===== config.mk =====
export PLATFORM = sky130hd
export DESIGN_NAME = control_step_counter
export DESIGN_NICKNAME = d
export VERILOG_FILES = /design/src/rtl/control_step_counter.sv
export SDC_FILE = /design/constraint.sdc
export NUM_CORES = 1
export LEC_CHECK = 0
export ABC_CLOCK_PERIOD_IN_PS = 2300
export BUFFER_PORTS_ARGS = -buffer_cell sky130_fd_sc_hd__buf_2
export CAP_MARGIN = 20
export CORE_AREA = 2 2 118 120
export CTS_CLUSTER_SIZE = 20
export DETAILED_ROUTE_END_ITERATION = 6
export DIE_AREA = 0 0 120 122
export PLACE_DENSITY = 0.53
export REMOVE_ABC_BUFFERS = 1
export SKIP_CTS_REPAIR_TIMING = 1
export SLEW_MARGIN = 10
export SYNTH_ARGS = -nofsm -noshare
export SYNTH_HDL_FRONTEND = slang
export SYNTH_SLANG_ARGS = --single-unit

===== constraint.sdc =====
create_clock -name clk -period 2.3 [get_ports clk]
set_clock_uncertainty 0.05 [all_clocks]
set_input_delay 0.575 -clock clk [delete_from_list [all_inputs] [get_ports clk]]
set_output_delay 0.575 -clock clk [all_outputs]
set_load 0.02 [all_outputs]

===== src/rtl/control_step_counter.sv =====
// Step counter of the hardwired control unit: holds the current control step,
// decodes it one-hot onto T and sequences by increment, jump or dispatch.
module control_step_counter #(
    parameter int unsigned       STEP_W = 8,
    parameter logic [STEP_W-1:0] TGT_A  = STEP_W'(0),
    parameter logic [STEP_W-1:0] TGT_B  = STEP_W'(8),
    parameter logic [STEP_W-1:0] TGT_C  = STEP_W'(17),
    parameter logic [STEP_W-1:0] TGT_D  = STEP_W'(19),
    parameter logic [STEP_W-1:0] TGT_E  = STEP_W'(41),
    parameter logic [STEP_W-1:0] TGT_F  = STEP_W'(49)
) (
    input  logic                   clk,
    input  logic                   rst,
    input  logic                   hold,
    input  logic                   bruncnd,
    input  logic                   brcnd,
    input  logic                   bropr,
    input  logic                   bradr,
    input  logic [15:0]            signals,
    input  logic [STEP_W-1:0]      mp_addr,
    input  logic [STEP_W-1:0]      adr_addr,
    output logic [STEP_W-1:0]      step,
    output logic [(2**STEP_W)-1:0] T,
    output logic                   seq_err
);

    localparam int unsigned N = 2**STEP_W;

    logic              jump;
    logic [5:0]        sel;
    logic [STEP_W-1:0] target;
    logic [STEP_W-1:0] step_nxt;
    logic              sel_onehot;
    logic [1:0]        n_src;
    logic              conflict;

    assign jump = bruncnd | brcnd;
    assign sel  = signals[15:10];

    // Priority encoder: the highest set select bit wins; no bit set gives step 0.
    // NOTE: every always_comb output gets a default first so no path infers a latch.
    always_comb begin
        target = '0;
        if (sel[5])      target = TGT_A;
        else if (sel[4]) target = TGT_B;
        else if (sel[3]) target = TGT_C;
        else if (sel[2]) target = TGT_D;
        else if (sel[1]) target = TGT_E;
        else if (sel[0]) target = TGT_F;
    end

    always_comb begin
        step_nxt = step + STEP_W'(1);
        if (jump)       step_nxt = target;
        else if (bropr) step_nxt = mp_addr;
        else if (bradr) step_nxt = adr_addr;
    end

    // bruncnd and brcnd together count as a single jump source.
    assign sel_onehot = (sel != 6'd0) && ((sel & (sel - 6'd1)) == 6'd0);
    assign n_src      = {1'b0, jump} + {1'b0, bropr} + {1'b0, bradr};
    assign conflict   = (n_src > 2'd1) || (jump && !sel_onehot);

    // NOTE: state registers use non-blocking assignments so every flop samples pre-edge values.
    always_ff @(posedge clk) begin
        if (rst) begin
            step    <= '0;
            seq_err <= 1'b0;
        end else if (!hold) begin
            step <= step_nxt;
            if (conflict) seq_err <= 1'b1;
        end
    end

    assign T = N'(1) << step;

endmodule

==> metrics.yaml <==
synth:
  avgSynthCellArea_um2: 5.09
  synth-async-reset-ratio: 0
  seq_area_frac_synth: 0.0735
  ys_seq_elements: 9
  synth-edff-count: 0
  ys.flop_type: "dfxtp_1"
  ys_warn_count: 0
  synth.distinct_cells: 55
  synth_area_um2: 2450
  syn_inst: 482
routing:
  via_count: 4260
  drt_iter0_markers: 261
  antenna_left: 0
  wire_per_inst_um: 15.8
  drc: 0
  drtPass1Iterations: 5
  vias_per_cell: 4.45
  drt-total-wl_um: 15100
timing:
  grt_setup_unrepaired: "yes"
  maxSlewViolCount: 0
  fin_crit_ns: 2.29
  fmax_mhz: 437
  slew_headroom: 0.798
  tns_ns: 0
  setup_viol: 0
  finalCritPeriodShare: 0.995
  finalHoldViolCount: 0
  worst_slew_pin_slew_ns: 0.303
final_layout:
  diodes: 0
  fill_cells: 1517
  drive_gt1_frac: 0.559
  syn2layout_area_growth_pct: 95.3
  final_common_cell: "buf_2"
  stdcell_area_um2: 4790
  layout_common_cells: "248 x buf_2, 231 x nor2_1, 79 x buf_4, 24 x nand2_1"
  layout.nets: 824
grt:
  grt_usage: 0.183
  grt_pass1_wl_um: 20700
  antenna_found_initial: 0
  grt_max_degree: 20
  grt_pass1_vias: 3366
  grt.overflow.total: 0
setup_path:
  crit_fanout: 8
  ff2ff_setup_slack_ns: 0.71
  required_ns: 1.67
  endpoint_kind: "output pin"
  reg2reg_to: "step[2]$_SDFFE_PP0N_"
  critPathKind: "register to output pin"
  worstPathArrival_ns: 1.66
  crit_path_start_kind: "register"
  worst-r2r-cell-count: 6
  startpoint: "step[0]$_SDFFE_PP0N_"
  timing.rr.start: "step[0]$_SDFFE_PP0N_"
floorplan:
  start_util: 0.182
  die_w_um: 120
  core-area_um2: 13500
  dieArea_um2: 14600
  pin_count: 304
  die_h_um: 122
  row_count: 43
clock_tree:
  cts_made_buffers: 3
  root_buffer: "clkbuf_16"
  clock_path_buffers: 2
  cts.clk_slew.worst_paths_ns: 0.04
  cts-htree-levels: 1
  worstSkewPairLatency_ns: 0.23
  cts_tree: "yes"
  cts.sinks: 9
min_path:
  hp-start: "seq_err$_SDFFE_PP0P_"
  holdPathEnd: "seq_err$_SDFFE_PP0P_"
  hold_depth: 2
  hp-class: "register to register"
power_and_ir_drop:
  power.density_nw_per_um2: 185
  leakage_uw: 0.00252
  ir_worst_vdd_mv: 0.167
place:
  dp_hpwl_um: 11500
  io_buffers: 293
  place_area_um2: 4230
  routabilityCongestion: 0.868
run_status:
  outcome: "completed"
run:
  maxCapViolCount: 0
==> area by class of cell <==
| cell class | count | area [µm²] | area share |
|---|---|---|---|
| tap | 180 | 225 | 0.0471 |
| timing repair buffer | 343 | 2020 | 0.423 |
| multi-input combinational | 412 | 2230 | 0.465 |
| clock buffer | 4 | 78.8 | 0.0165 |
| inverter | 9 | 41.3 | 0.00863 |
| sequential | 9 | 191 | 0.0400 |
==> per-layer routing <==
metal	vias up	track usage	share of wire	wire length, µm
met5	-	0	0	0
met4	0	0.0228	0.0078	118
met2	206	0.338	0.51	7740
met1	1946	0.232	0.40	6090
met3	8	0.0229	0.074	1120
li1	2100	-	-	-
==> cell families after synthesis <==
logic type | Yosys count | share of synthesized area
compound gates | 35 | 0.102
xor+xnor | 4 | 0.0143
fa+ha+maj | 7 | 0.0357
buf+inv | 61 | 0.123
flops | 9 | 0.0735
mux | 2 | 0.00817
simple gates | 364 | 0.643
==> power by group <==
part | internal [µW] | total, µW | leakage (µW) | switching, µW
sequential | 166 | 180 | 0.0000770 | 14.2
combinational | 150 | 398 | 0.00240 | 248
clock | 232 | 307 | 0.0000382 | 75.5
total | 547 | 885 | 0.00252 | 338
==> worst max-delay path: stages (launching register included) <==
cell        delay [ns]
dfxtp_2           0.33
buf_4             0.16
clkinvlp_4        0.11
ha_4              0.18
nand2_2           0.06
or2_4             0.28
nor2_1            0.13
buf_2             0.18
==> worst max path at each step <==
stage | endpoint | slack (ns) | cells past startpoint
5_1_grt | T[130] | -0.05 | 7
4_1_cts | T[71] | -0.26 | 6
3_3_place_gp | T[101] | 0.03 | 7
3_5_place_dp | T[71] | -0.0005 | 6
6_report | T[198] | 0.01 | 7
2_1_floorplan | T[240] | -0.16 | 2
==> synthesized netlist by cell type, drive strengths merged, types with 6 or more instances <==
master    n  share of area
ha        7          0.036
dfxtp     9          0.074
inv       8          0.012
buf      37          0.086
clkbuf   15          0.023
a21oi     6          0.012
or2      11          0.028
nand3    11          0.022
nor3     15          0.031
nor2    258           0.41
nand2    44          0.079
==> sequential cells by signal, indices dropped and copies added, names as in the netlist <==
signal,cells
step,8
seq_err,1
==> through the flow <==
| stage | setup slack (ns) | util | std cells | power [µW] | hold slack, ns |
|---|---|---|---|---|---|
| 3_5_place_dp | -0.000542 | 0.313 | 949 | 519 | 0.442 |
| 5_1_grt | -0.0505 | 0.354 | 957 | 929 | 0.478 |
| 3_3_place_gp | 0.0336 | 0.313 | 949 | 519 | 0.447 |
| 2_1_floorplan | -0.155 | - | 430 | 346 | 0.530 |
| 6_report | 0.0121 | 0.354 | 957 | 885 | 0.451 |
| 4_1_cts | -0.264 | 0.319 | 953 | 826 | 0.452 |
Power figures use the tool's default switching activity.
